$ cat config.mk
export PLATFORM = sky130hd
export DESIGN_NAME = gecko_mem_arbiter_flat
export DESIGN_NICKNAME = d
export VERILOG_FILES = /design/src/rtl/gecko_mem_arbiter_pkg.sv /design/src/rtl/std_mem_intf.sv /design/src/rtl/std_fifo.sv /design/src/rtl/gecko_mem_arbiter.sv /design/src/flat_wrapper.sv
export SDC_FILE = /design/constraint.sdc
export NUM_CORES = 1
export LEC_CHECK = 0
export CORE_AREA = 2 2 165 167
export DETAILED_ROUTE_END_ITERATION = 7
export DIE_AREA = 0 0 167 169
export PLACE_DENSITY = 0.56
export RECOVER_POWER = 50
export SLEW_MARGIN = 0
export SYNTH_ARGS = -nofsm -noshare
export SYNTH_HDL_FRONTEND = slang
export SYNTH_HIERARCHICAL = 1
export SYNTH_SLANG_ARGS = --single-unit
$ cat constraint.sdc
create_clock -name clk -period 8.15 [get_ports clk]
set_clock_uncertainty 0.15 [all_clocks]
set_input_delay 1.2225 -clock clk [delete_from_list [all_inputs] [get_ports clk]]
set_output_delay 1.2225 -clock clk [all_outputs]
set_load 0.05 [all_outputs]
$ cat src/rtl/gecko_mem_arbiter_pkg.sv
// Shared gecko memory-arbiter types: requester identity and default read depth.
package gecko_mem_arbiter_pkg;
  typedef enum logic {
    GECKO_MEM_REQ_EXECUTE = 1'b0,
    GECKO_MEM_REQ_AUX     = 1'b1
  } gecko_mem_requester_t;

  localparam int GECKO_MEM_MAX_OUTSTANDING = 4;
endpackage

$ cat src/rtl/std_mem_intf.sv
// Valid/ready memory request/response bundle; "in" is the consumer view, "out" the producer view.
interface std_mem_intf #(
  parameter int ADDR_WIDTH = 32,
  parameter int DATA_WIDTH = 32
);
  logic                    valid;
  logic                    ready;
  logic                    read_enable;
  logic [DATA_WIDTH/8-1:0] write_enable;
  logic [ADDR_WIDTH-1:0]   addr;
  logic [DATA_WIDTH-1:0]   data;

  modport in  (input valid, read_enable, write_enable, addr, data, output ready);
  modport out (output valid, read_enable, write_enable, addr, data, input ready);
endinterface

$ cat src/rtl/std_fifo.sv
// Small synchronous FIFO with occupancy count; DEPTH must be a power of 2 so pointers wrap naturally.
module std_fifo #(
  parameter int WIDTH = 1,
  parameter int DEPTH = 4
) (
  input  logic                     clk,
  input  logic                     rst,
  input  logic                     push,
  input  logic [WIDTH-1:0]         push_data,
  input  logic                     pop,
  output logic [WIDTH-1:0]         pop_data,
  output logic [$clog2(DEPTH):0]   count,
  output logic                     full,
  output logic                     empty
);
  localparam int CW = $clog2(DEPTH) + 1;
  localparam int PW = $clog2(DEPTH);

  logic [WIDTH-1:0] mem [DEPTH];
  logic [PW-1:0]    wr_ptr, rd_ptr;
  logic             do_push, do_pop;

  assign full     = (count == CW'(DEPTH));
  assign empty    = (count == '0);
  assign do_push  = push && !full;
  assign do_pop   = pop && !empty;
  assign pop_data = mem[rd_ptr];

  always_ff @(posedge clk) begin
    if (!rst) begin
      wr_ptr <= '0;
      rd_ptr <= '0;
      count  <= '0;
    end else begin
      if (do_push) wr_ptr <= wr_ptr + 1'b1;
      if (do_pop)  rd_ptr <= rd_ptr + 1'b1;
      count <= count + CW'(do_push) - CW'(do_pop);
    end
  end

  always_ff @(posedge clk) begin
    if (do_push) mem[wr_ptr] <= push_data;
  end
endmodule

$ cat src/rtl/gecko_mem_arbiter.sv
// Round-robin arbiter sharing one data-memory port between execute and an aux master,
// with an in-order owner-tag FIFO that steers each read response back to its issuer.
module gecko_mem_arbiter
  import gecko_mem_arbiter_pkg::*;
#(
  parameter int ADDR_WIDTH      = 32,
  parameter int DATA_WIDTH      = 32,
  parameter int MAX_OUTSTANDING = GECKO_MEM_MAX_OUTSTANDING
) (
  input  logic     clk,
  input  logic     rst,
  std_mem_intf.in  req0,
  std_mem_intf.in  req1,
  std_mem_intf.out mem_request,
  std_mem_intf.in  mem_result,
  std_mem_intf.out resp0,
  std_mem_intf.out resp1
);
  localparam int CW  = $clog2(MAX_OUTSTANDING) + 1;
  localparam int WEW = DATA_WIDTH / 8;

  typedef struct packed {
    logic                  re;
    logic [WEW-1:0]        we;
    logic [ADDR_WIDTH-1:0] addr;
    logic [DATA_WIDTH-1:0] data;
  } mem_req_t;

  mem_req_t             pl0, pl1, win_pl, slot_pl;
  logic                 slot_vld, slot_open, grant, has_space;
  logic [1:0]           elig;
  gecko_mem_requester_t winner, last_grant, head;
  logic [CW-1:0]        tag_count;
  logic                 tag_full, tag_empty, tag_head, tag_push, tag_pop;

  assign pl0 = '{re: req0.read_enable, we: req0.write_enable, addr: req0.addr, data: req0.data};
  assign pl1 = '{re: req1.read_enable, we: req1.write_enable, addr: req1.addr, data: req1.data};

  // Reads need a free tag slot; writes never do.
  assign has_space = (tag_count < CW'(MAX_OUTSTANDING));
  assign elig[0]   = req0.valid && (!req0.read_enable || has_space);
  assign elig[1]   = req1.valid && (!req1.read_enable || has_space);

  always_comb begin
    winner = GECKO_MEM_REQ_EXECUTE;
    if (elig == 2'b11)
      winner = (last_grant == GECKO_MEM_REQ_AUX) ? GECKO_MEM_REQ_EXECUTE : GECKO_MEM_REQ_AUX;
    else if (elig[1])
      winner = GECKO_MEM_REQ_AUX;
  end

  assign slot_open  = !slot_vld || mem_request.ready;
  assign grant      = slot_open && (|elig);
  assign req0.ready = grant && (winner == GECKO_MEM_REQ_EXECUTE);
  assign req1.ready = grant && (winner == GECKO_MEM_REQ_AUX);
  assign win_pl     = (winner == GECKO_MEM_REQ_AUX) ? pl1 : pl0;

  always_ff @(posedge clk) begin
    if (!rst) begin
      slot_vld   <= 1'b0;
      last_grant <= GECKO_MEM_REQ_AUX;
    end else if (grant) begin
      slot_vld   <= 1'b1;
      last_grant <= winner;
    end else if (mem_request.ready) begin
      slot_vld   <= 1'b0;
    end
  end

  always_ff @(posedge clk) begin
    if (grant) slot_pl <= win_pl;
  end

  assign mem_request.valid        = slot_vld;
  assign mem_request.read_enable  = slot_pl.re;
  assign mem_request.write_enable = slot_pl.we;
  assign mem_request.addr         = slot_pl.addr;
  assign mem_request.data         = slot_pl.data;

  assign tag_push = grant && win_pl.re;
  assign tag_pop  = mem_result.valid && mem_result.ready;

  std_fifo #(.WIDTH(1), .DEPTH(MAX_OUTSTANDING)) u_fifo (
    .clk       (clk),
    .rst       (rst),
    .push      (tag_push),
    .push_data (winner),
    .pop       (tag_pop),
    .pop_data  (tag_head),
    .count     (tag_count),
    .full      (tag_full),
    .empty     (tag_empty)
  );

  assign head = gecko_mem_requester_t'(tag_head);

  assign resp0.valid        = mem_result.valid && !tag_empty && (head == GECKO_MEM_REQ_EXECUTE);
  assign resp1.valid        = mem_result.valid && !tag_empty && (head == GECKO_MEM_REQ_AUX);
  assign resp0.data         = mem_result.data;
  assign resp1.data         = mem_result.data;
  assign resp0.read_enable  = 1'b1;
  assign resp1.read_enable  = 1'b1;
  assign resp0.write_enable = '0;
  assign resp1.write_enable = '0;
  assign resp0.addr         = '0;
  assign resp1.addr         = '0;
  assign mem_result.ready   = !tag_empty &&
                              ((head == GECKO_MEM_REQ_AUX) ? resp1.ready : resp0.ready);

  logic unused_sig;
  assign unused_sig = ^{mem_result.read_enable, mem_result.write_enable, mem_result.addr, tag_full};

  // A response with no outstanding read has no owner to go to.
  mem_result_has_owner: assert property (@(posedge clk) disable iff (!rst)
    !(mem_result.valid && tag_empty));
endmodule
$ cat src/flat_wrapper.sv
// flat-port wrapper written by rule: the top's interface ports become plain ports
module gecko_mem_arbiter_flat import gecko_mem_arbiter_pkg::*;
#(
  parameter int ADDR_WIDTH      = 32,
  parameter int DATA_WIDTH      = 32,
  parameter int MAX_OUTSTANDING = GECKO_MEM_MAX_OUTSTANDING
)
  (clk, rst, req0_valid, req0_read_enable, req0_write_enable, req0_addr, req0_data, req0_ready, req1_valid, req1_read_enable, req1_write_enable, req1_addr, req1_data, req1_ready, mem_request_valid, mem_request_read_enable, mem_request_write_enable, mem_request_addr, mem_request_data, mem_request_ready, mem_result_valid, mem_result_read_enable, mem_result_write_enable, mem_result_addr, mem_result_data, mem_result_ready, resp0_valid, resp0_read_enable, resp0_write_enable, resp0_addr, resp0_data, resp0_ready, resp1_valid, resp1_read_enable, resp1_write_enable, resp1_addr, resp1_data, resp1_ready);
  std_mem_intf #(.ADDR_WIDTH(ADDR_WIDTH), .DATA_WIDTH(DATA_WIDTH)) req0_i ();
  std_mem_intf #(.ADDR_WIDTH(ADDR_WIDTH), .DATA_WIDTH(DATA_WIDTH)) req1_i ();
  std_mem_intf #(.ADDR_WIDTH(ADDR_WIDTH), .DATA_WIDTH(DATA_WIDTH)) mem_request_i ();
  std_mem_intf #(.ADDR_WIDTH(ADDR_WIDTH), .DATA_WIDTH(DATA_WIDTH)) mem_result_i ();
  std_mem_intf #(.ADDR_WIDTH(ADDR_WIDTH), .DATA_WIDTH(DATA_WIDTH)) resp0_i ();
  std_mem_intf #(.ADDR_WIDTH(ADDR_WIDTH), .DATA_WIDTH(DATA_WIDTH)) resp1_i ();
  input  logic clk;
  input  logic rst;
  input wire logic [$bits(req0_i.valid)-1:0] req0_valid;
  input wire logic [$bits(req0_i.read_enable)-1:0] req0_read_enable;
  input wire logic [$bits(req0_i.write_enable)-1:0] req0_write_enable;
  input wire logic [$bits(req0_i.addr)-1:0] req0_addr;
  input wire logic [$bits(req0_i.data)-1:0] req0_data;
  output wire logic [$bits(req0_i.ready)-1:0] req0_ready;
  input wire logic [$bits(req1_i.valid)-1:0] req1_valid;
  input wire logic [$bits(req1_i.read_enable)-1:0] req1_read_enable;
  input wire logic [$bits(req1_i.write_enable)-1:0] req1_write_enable;
  input wire logic [$bits(req1_i.addr)-1:0] req1_addr;
  input wire logic [$bits(req1_i.data)-1:0] req1_data;
  output wire logic [$bits(req1_i.ready)-1:0] req1_ready;
  output wire logic [$bits(mem_request_i.valid)-1:0] mem_request_valid;
  output wire logic [$bits(mem_request_i.read_enable)-1:0] mem_request_read_enable;
  output wire logic [$bits(mem_request_i.write_enable)-1:0] mem_request_write_enable;
  output wire logic [$bits(mem_request_i.addr)-1:0] mem_request_addr;
  output wire logic [$bits(mem_request_i.data)-1:0] mem_request_data;
  input wire logic [$bits(mem_request_i.ready)-1:0] mem_request_ready;
  input wire logic [$bits(mem_result_i.valid)-1:0] mem_result_valid;
  input wire logic [$bits(mem_result_i.read_enable)-1:0] mem_result_read_enable;
  input wire logic [$bits(mem_result_i.write_enable)-1:0] mem_result_write_enable;
  input wire logic [$bits(mem_result_i.addr)-1:0] mem_result_addr;
  input wire logic [$bits(mem_result_i.data)-1:0] mem_result_data;
  output wire logic [$bits(mem_result_i.ready)-1:0] mem_result_ready;
  output wire logic [$bits(resp0_i.valid)-1:0] resp0_valid;
  output wire logic [$bits(resp0_i.read_enable)-1:0] resp0_read_enable;
  output wire logic [$bits(resp0_i.write_enable)-1:0] resp0_write_enable;
  output wire logic [$bits(resp0_i.addr)-1:0] resp0_addr;
  output wire logic [$bits(resp0_i.data)-1:0] resp0_data;
  input wire logic [$bits(resp0_i.ready)-1:0] resp0_ready;
  output wire logic [$bits(resp1_i.valid)-1:0] resp1_valid;
  output wire logic [$bits(resp1_i.read_enable)-1:0] resp1_read_enable;
  output wire logic [$bits(resp1_i.write_enable)-1:0] resp1_write_enable;
  output wire logic [$bits(resp1_i.addr)-1:0] resp1_addr;
  output wire logic [$bits(resp1_i.data)-1:0] resp1_data;
  input wire logic [$bits(resp1_i.ready)-1:0] resp1_ready;
  assign req0_i.valid = req0_valid;
  assign req0_i.read_enable = req0_read_enable;
  assign req0_i.write_enable = req0_write_enable;
  assign req0_i.addr = req0_addr;
  assign req0_i.data = req0_data;
  assign req0_ready = req0_i.ready;
  assign req1_i.valid = req1_valid;
  assign req1_i.read_enable = req1_read_enable;
  assign req1_i.write_enable = req1_write_enable;
  assign req1_i.addr = req1_addr;
  assign req1_i.data = req1_data;
  assign req1_ready = req1_i.ready;
  assign mem_request_valid = mem_request_i.valid;
  assign mem_request_read_enable = mem_request_i.read_enable;
  assign mem_request_write_enable = mem_request_i.write_enable;
  assign mem_request_addr = mem_request_i.addr;
  assign mem_request_data = mem_request_i.data;
  assign mem_request_i.ready = mem_request_ready;
  assign mem_result_i.valid = mem_result_valid;
  assign mem_result_i.read_enable = mem_result_read_enable;
  assign mem_result_i.write_enable = mem_result_write_enable;
  assign mem_result_i.addr = mem_result_addr;
  assign mem_result_i.data = mem_result_data;
  assign mem_result_ready = mem_result_i.ready;
  assign resp0_valid = resp0_i.valid;
  assign resp0_read_enable = resp0_i.read_enable;
  assign resp0_write_enable = resp0_i.write_enable;
  assign resp0_addr = resp0_i.addr;
  assign resp0_data = resp0_i.data;
  assign resp0_i.ready = resp0_ready;
  assign resp1_valid = resp1_i.valid;
  assign resp1_read_enable = resp1_i.read_enable;
  assign resp1_write_enable = resp1_i.write_enable;
  assign resp1_addr = resp1_i.addr;
  assign resp1_data = resp1_i.data;
  assign resp1_i.ready = resp1_ready;
  gecko_mem_arbiter #(.ADDR_WIDTH(ADDR_WIDTH), .DATA_WIDTH(DATA_WIDTH), .MAX_OUTSTANDING(MAX_OUTSTANDING)) u_core (.clk(clk), .rst(rst), .req0(req0_i), .req1(req1_i), .mem_request(mem_request_i), .mem_result(mem_result_i), .resp0(resp0_i), .resp1(resp1_i));
endmodule
# Word level (Yosys, flattened, before mapping)
# Memory sizes are Yosys's and may differ from the RTL's. A register that Yosys moved wholly into a read port is not among the register bits.
# Cells that the tools add are included.
# op_classes
magnitude_cmp	1
bitwise_logic	2
eq_ne	2
mux	11
add_sub_neg	4
reduce_logical	24
# ops
op	n
$mux 69	1
$logic_and 1x1->1	13
$mux 1	8
$logic_not 1->1	5
$add 2x1->2 const B	2
$mux 2	2
$add 3x1->3	1
$eq 3x3->1 const B	1
$logic_not 3->1	1
$logic_or 1x1->1	3
$lt 3x3->1 const B	1
$sub 3x1->3	1
$eq 2x2->1 const B	1
$not 1->1	2
$reduce_bool 2->1	1
$reduce_or 2->1	1
# totals
mem_bits_rw	4
mem_count	1
out_inout_bits	213
word_cells	54
register_bits	78
# memory_table
name	words	word_bits	rd	rd_clocked_by_memory_dff	wr	line	text
u_core.u_fifo.mem	4	1	1	1	1	std_fifo.sv:19	logic [WIDTH-1:0] mem [DEPTH];

# Depth between registers and ports, before layout
# Gate-level depths: netlist of run 1.
# depth
depth_word	10
mapped_depth	16
mapped_depth_nobuf	14

# Modules after synthesis
# Netlist of run 1, hierarchy kept.
# by_module_without_submodules
module	seq_area_each_um2	cells_per_inst	area_each_um2	n_inst
gecko_mem_arbiter	2112.0	311	4406.7	1
std_fifo	300.3	55	630.6	1

# Worst setup path before layout of run 1
# OpenSTA, ideal clock, no wires.
# synth_path
kind	in2out
from	input req1_read_enable
to	output req1_ready
required_time_ns	6.778
path_buffers	2
arrival_ns	2.651
setup_slack_ns	4.126
stages	5
path_cell_list	and2_1 a311o_1 buf_4 buf_6 nor2_1
# synth_via
elab_chain_cells	6
word_cells_on_any_way	9
cone_classes	eq/ne (1); mux (2); reduce/logical (6)
# synth_rtl
element	line	text
start, declared	flat_wrapper.sv:24	input wire logic [$bits(req1_i.read_enable)-1:0] req1_read_enable;
$logic_not 1->1 (*)	gecko_mem_arbiter.sv:42	assign elig[1] = req1.valid && (!req1.read_enable || has_space);
$logic_or 1x1->1 (*)	gecko_mem_arbiter.sv:42	
$logic_and 1x1->1 (*)	gecko_mem_arbiter.sv:42	
$eq 2x2->1 (tied with other cells)	gecko_mem_arbiter.sv:46	if (elig == 2'b11)
$mux 1 / $logic_and 1x1->1 (equally long branches)	gecko_mem_arbiter.sv:46, gecko_mem_arbiter.sv:53	
$logic_and 1x1->1 (*)	gecko_mem_arbiter.sv:55	assign req1.ready = grant && (winner == GECKO_MEM_REQ_AUX);
end, declared	flat_wrapper.sv:28	output wire logic [$bits(req1_i.ready)-1:0] req1_ready;
# Every way passes the cells marked *; elsewhere a longest branch is shown, timed or not.

# Final worst setup path of run 1
# layout_path
from	input req0_read_enable
to	output req0_ready
# layout_via
elab_chain_cells	7
word_cells_on_any_way	9
cone_classes	eq/ne (1); mux (1); bitwise (1); reduce/logical (6)
# layout_rtl
element	line	text
start, declared	flat_wrapper.sv:18	input wire logic [$bits(req0_i.read_enable)-1:0] req0_read_enable;
$logic_not 1->1	gecko_mem_arbiter.sv:41	assign elig[0] = req0.valid && (!req0.read_enable || has_space);
$logic_or 1x1->1	gecko_mem_arbiter.sv:41	
$logic_and 1x1->1	gecko_mem_arbiter.sv:41	
$eq 2x2->1	gecko_mem_arbiter.sv:46	
$mux 1	gecko_mem_arbiter.sv:46	
named net u_core.winner	gecko_mem_arbiter.sv:32	gecko_mem_requester_t winner, last_grant, head;
$not 1->1	gecko_mem_arbiter.sv:54	assign req0.ready = grant && (winner == GECKO_MEM_REQ_EXECUTE);
$logic_and 1x1->1	gecko_mem_arbiter.sv:54	
end, declared	flat_wrapper.sv:22	output wire logic [$bits(req0_i.ready)-1:0] req0_ready;
# The timed path passes the listed nets, and every way through them passes these cells.

==> results of run 1 <==
[layer usage]
metal  GRT usage [%]  vias up  wire [um]
li1                -     1360          -
met1            9.49     1340       4910
met2            13.6      220       5820
met3            2.67       53       1370
met4            5.47        0        552
met5               0        -          0
[cell usage after synthesis]
| master | count |
|---|---|
| a21boi_1 | 1 |
| a21o_1 | 1 |
| a311o_1 | 1 |
| and2_1 | 8 |
| and3b_1 | 1 |
| buf_4 | 139 |
| buf_6 | 8 |
| clkbuf_1 | 1 |
| conb_1 | 2 |
| dfxtp_1 | 11 |
| edfxtp_1 | 73 |
| fa_1 | 1 |
| ha_1 | 6 |
| inv_1 | 9 |
| mux2_2 | 1 |
| mux2_4 | 68 |
| mux2i_1 | 3 |
| mux4_2 | 1 |
| nand2_1 | 7 |
| nand2b_1 | 1 |
| nand4bb_1 | 1 |
| nor2_1 | 5 |
| nor2b_1 | 4 |
| nor3_2 | 1 |
| nor3b_1 | 1 |
| nor3b_2 | 1 |
| o21a_1 | 1 |
| o21ai_0 | 5 |
| o221ai_1 | 1 |
| or3_1 | 1 |
| xnor2_1 | 2 |
[worst paths after layout]
kind                               start                      to
setup / recovery        req0_read_enable              req0_ready
hold reg to reg        u_core/last_grant       u_core/last_grant
setup reg to reg  u_core/u_fifo/count[2]  u_core/u_fifo/count[2]
hold / removal         u_core/last_grant       u_core/last_grant
[worst register-to-register path, cell delays in order, from the launching register on]
cell     delay (ns)
dfxtp_1        0.43
and2_1         0.16
a311o_1        1.25
mux2_4         0.37
nor2b_1        0.13
nor2b_1        0.45
inv_1          0.09
ha_1           0.30
inv_1          0.05
ha_1           0.13
inv_1          0.05
fa_1           0.37
xnor2_1        0.15
xnor2_1        0.13
and2_1         0.15
[metrics by stage]
stage	hold slack [ns]	area, um^2
after floorplan	0.276	5310
after global placement	0.295	6820
after detailed placement	0.295	6820
after CTS	0.311	7160
after global routing	0.355	7120
final	0.305	7120
[flip-flops by register name, indices dropped and copies added (netlist names), named ones only]
register / count
u_core/mem_request.read_enable: 1
u_core/u_fifo/mem: 4
u_core/mem_request.addr: 32
u_core/u_fifo/wr_ptr: 2
u_core/mem_request.valid: 1
u_core/u_fifo/rd_ptr: 2
u_core/mem_request.write_enable: 4
u_core/last_grant: 1
u_core/u_fifo/count: 3
u_core/mem_request.data: 32
[logic make-up after synthesis]
kind of cell	after synthesis
adders and majority gates	7
xor gates and xnor gates	2
muxes	73
AOI/OAI and AO/OA	10
buffers and inverters	157
DFF	84
and+or+nand+nor	31
other	2
[report_power, final]
group	switching [uW]	internal [uW]	leakage [uW]
registers	23.6	562	0.000818
clock network	172	300	0.000165
logic	443	241	0.00189
[area by class of cell]
cell class	instances	area [um^2]
multi-input cells	197	1690
fillers	2726	19400
well taps	341	427
inverters	9	33.8
flip-flops and latches	84	2410
clock inverters	6	111
repair buffers	222	2220
clock buffers	10	229
==> impl_metrics.tcl, run 1 <==
set metrics [dict create \
    dieWidth_um 167 \
    finalMaxSlewViolations 25 \
    die_area_mm2 0.0282 \
    synth_compound_area_share_pct 1.32 \
    initial_utilization_pct 19.0 \
    wirelength_um 12600 \
    min_path_type "reg2reg" \
    leakagePower_uw 0.00287 \
    dp_hpwl_um 9900 \
    cts.path.max_buffers 2 \
    fin_util_pct 26.9 \
    grt_max_degree 70 \
    globalRouteOverflowTotal 0 \
    status "finished, violations left" \
    fin_crit_sh_pct 71.7 \
    avgSynthCellArea_um2 13.8 \
    clock-root-buffer "clkbuf_16" \
    synth_mux_area_share_pct 21.5 \
    clk_pin_slew_ns 0.06 \
    synthAdderAreaFrac_pct 1.89 \
    worst_slack_ns 2.30 \
    final_cell_mix "148 x clkdlybuf4s50_1, 74 x conb_1, 73 x edfxtp_1, 72 x dlygate4sd3_1, 60 x mux2_4" \
    numPortBuffers 220 \
    grt_pass1_vias 2731 \
    period_minus_slack_ns 5.85 \
    syn_to_final_growth_pct 41.4 \
    crit_chain "dlygate4sd3_1, nand2_1, a311o_1, inv_1, nor2_1, clkdlybuf4s50_1" \
    p_total_uw 1740 \
    path_buf_inv 3 \
    synth_xor_area_share_pct 0.348 \
    ff2ff_path_depth 14 \
    post-place-ws_ns 2.88 \
    p_per_area_mw_per_mm2 245 \
    netlist.area_leader.share_pct 43.5 \
    critPathMaxStageDelay_ns 1.30 \
    io_pins 428 \
    hold_viol 0 \
    dp.cells 853 \
    ys_warn_count 6 \
    antenna_found_initial 2 \
    setup-tns-final_ns 0 \
    critical_path_class "in2out" \
    synth_area_mm2 0.00504 \
    final_common_cell "clkdlybuf4s50_1" \
    ctsHoldBuffers 0 \
    crit_required_ns 6.78 \
    crit_family "buffers and inverters" \
    synthCells 366 \
    drc_errors 0 \
    synth.yosys.seq_area_share_pct 47.9 \
    r2r_slack_ns 3.70 \
    numCtsBuffers 9 \
    fin_cells 869 \
    start_kind "input pin" \
    crit_slowest_cell "a311o_1" \
    setup_viol 0 \
    synth_largest_area_cell "edfxtp_1" \
    synth_top_family_by_area "buffers and inverters" \
    antenna_cells 0 \
    postCtsSetupBuffers 0 \
    ir_drop_mv 0.126 \
    gp_congestion 0.678 \
    cts.sinks 84 \
    fp.dieH_um 169 \
    violations "capacitance limit, slew limit" \
    drive_gt1_share_pct 15.3 \
    drtIter0Drc 133 \
    ys_ff_latch 84 \
    firstDrtPassIters 4 \
    grt_pass1_wl_um 17300 \
    crit_cells 6 \
    cts_tree "yes" \
    grt_usage_pct 8.36 \
    insertion_delay_ns 0.33 \
    cap_viol_max_count 1 \
    vias_per_cell 3.42 \
    synthTopCellsByArea "edfxtp_1 44%, buf_4 21%, mux2_4 20%, dfxtp_1 4.4%, buf_6 1.8%" \
    crit_arrival_ns 4.47 \
    htree_levels 3 \
    worst_slew_pin_slew_ns 1.67 \
    whs_path_depth 1 \
    relSlewSlack_pct -11.3 \
    end_kind "primary output" \
    core_mm2 0.0265 \
    rsz0062_at_grt "false" \
    wl_per_cell_um 14.6 \
    crit_path_max_fanout 24 \
    cts_resized 0 \
    ant_nets 0 \
    synth-simple-area-share_pct 3.63 \
    max_freq_mhz 171 \
    num_rows 60 \
    final_nets 745 \
    num_vias 2973 \
    synth.distinct_cells 31 \
]
No activity file was read; power rests on OpenSTA's default activity.
==> inputs of run 2 (changes only) <==
==> constraint.sdc (replaced) <==
create_clock -name clk -period 5.9 [get_ports clk]
set_clock_uncertainty 0.15 [all_clocks]
set_input_delay 0.885 -clock clk [delete_from_list [all_inputs] [get_ports clk]]
set_output_delay 0.885 -clock clk [all_outputs]
set_load 0.05 [all_outputs]
==> run 2 against run 1 <==
Effect of this change:
- final area decreased by 0.47%
- wire length increased by 0.66%
- utilization decreased by 0.13 points
- sequential cell count unchanged
- the flow now finishes without violations
- sequential share of layout area increased by 0.16 points
- global-route usage increased by 0.21 points
- worst hold slack improved by 0.0032 ns
- non-clock buffer count increased by 2
- die area unchanged
- combinational power increased by 39%
- total power increased by 34%
==> impl_metrics.tcl, run 2 (same netlist as run 1, synthesis figures left out) <==
set metrics [dict create \
    min_path_type "reg2reg" \
    grt_pass1_vias 2849 \
    num_rows 60 \
    max_freq_mhz 236 \
    final_cell_mix "155 x clkdlybuf4s50_1, 74 x conb_1, 73 x edfxtp_1, 65 x dlygate4sd3_1, 58 x mux2_4" \
    holdPathEnd "u_core/last_grant" \
    crit_arrival_ns 3.20 \
    wl_per_cell_um 14.6 \
    crit_chain "dlygate4sd3_1, and2_0, a311o_2, buf_4, inv_1, nor2_1, clkdlybuf4s50_1" \
    firstDrtPassIters 4 \
    ctsHoldBuffers 0 \
    setup_viol 0 \
    grt_max_degree 55 \
    antenna_cells 0 \
    end_kind "primary output" \
    fillCellCount 2722 \
    die_area_mm2 0.0282 \
    vias_per_cell 3.41 \
    regArea_mm2 0.00241 \
    grt_usage_pct 8.57 \
    r2r_slack_ns 2.55 \
    drive_gt1_share_pct 15.7 \
    finalMaxSlewViolations 0 \
    globalRouteOverflowTotal 0 \
    period_minus_slack_ns 4.24 \
    worst_slew_pin_slew_ns 1.02 \
    ant_nets 0 \
    antenna_found_initial 2 \
    htree_levels 3 \
    multi_input_area_mm2 0.00169 \
    reg2reg_from "u_core/u_fifo/count[2]" \
    dp.cells 855 \
    fp.dieH_um 169 \
    insertion_delay_ns 0.33 \
    cts_tree "yes" \
    crit_required_ns 4.87 \
    reg2reg_to "u_core/u_fifo/count[2]" \
    cts_resized 0 \
    critPathMaxStageDelay_ns 0.72 \
    crit_slowest_cell "clkdlybuf4s50_1" \
    hp-start "u_core/last_grant" \
    clock-root-buffer "clkbuf_16" \
    hold_viol 0 \
    p_per_area_mw_per_mm2 329 \
    core_mm2 0.0265 \
    fin_crit_sh_pct 71.8 \
    ff2ff_path_depth 14 \
    final_common_cell "clkdlybuf4s50_1" \
    wirelength_um 12700 \
    postCtsSetupBuffers 0 \
    critical_path_class "in2out" \
    initial_utilization_pct 19.0 \
    start_kind "input pin" \
    syn_to_final_growth_pct 40.8 \
    ir_drop_mv 0.165 \
    numPortBuffers 220 \
    io_pins 428 \
    fin_cells 870 \
    drtIter0Drc 116 \
    relSlewSlack_pct 32.1 \
    dp_hpwl_um 10200 \
    gp_congestion 0.701 \
    cts.sinks 84 \
    setup-tns-final_ns 0 \
    crit_path_max_fanout 18 \
    cts.path.max_buffers 2 \
    fin_util_pct 26.8 \
    whs_path_depth 1 \
    num_vias 2967 \
    final_nets 747 \
    p_total_uw 2330 \
    rsz0062_at_grt "false" \
    clk_pin_slew_ns 0.06 \
    dieWidth_um 167 \
    drc_errors 0 \
    status "complete, no violations" \
    leakagePower_uw 0.00284 \
    cap_viol_max_count 0 \
    grt_pass1_wl_um 17700 \
    numCtsBuffers 9 \
]
run 2: how the worst max path moves through the flow:
stage,startpoint,end,slack (ns)
after floorplan,req1_read_enable,u_core/u_fifo/count[2],2.23
after global placement,req1_read_enable,u_core/u_fifo/count[2],1.57
after detailed placement,req1_read_enable,u_core/u_fifo/count[2],1.56
after CTS,req1_read_enable,req0_ready,1.66
after global routing,req1_read_enable,req0_ready,1.55
final,req1_read_enable,req0_ready,1.66
run 2: per-layer routing:
metal | routed length (um) | global-route usage, % | share of wire (%) | vias up
li1 | - | - | - | 1365
met1 | 4920 | 9.35 | 39 | 1330
met2 | 5770 | 14.0 | 45 | 217
met3 | 1460 | 3.48 | 11 | 55
met4 | 578 | 5.25 | 4.5 | 0
met5 | 0 | 0 | 0 | -
run 2: critical path: cells and delay by family:
family                 cells  cell delay, ns
buffers and inverters      4            1.72
and+or+nand+nor            2            0.23
AOI/OAI and AO/OA          1            0.37
run 2: per-stage QoR:
step                      hold slack (ns)  instance area (um^2)  worst slack [ns]
after floorplan                     0.276                  5310              2.23
after global placement              0.298                  6830              1.57
after detailed placement            0.295                  6830              1.56
after CTS                           0.311                  7130              1.66
after global routing                0.354                  7090              1.55
final                               0.308                  7090              1.66
run 2: report_power, final:
part | total, uW | leakage (uW) | switching (uW) | internal [uW]
registers | 809 | 0.000818 | 33.2 | 776
logic | 953 | 0.00189 | 616 | 337
clock network | 572 | 0.000136 | 242 | 330
total | 2330 | 0.00284 | 891 | 1440
run 2: layout make-up:
| type | instances | share of cell area [%] |
|---|---|---|
| Clock buffer | 9 | 3.18 |
| Timing Repair Buffer | 224 | 31.5 |
| Sequential cell | 84 | 34.0 |
| Tap cell | 341 | 6.02 |
| Multi-Input combinational cell | 197 | 23.8 |
| Clock inverter | 6 | 1.02 |
| Inverter | 9 | 0.476 |
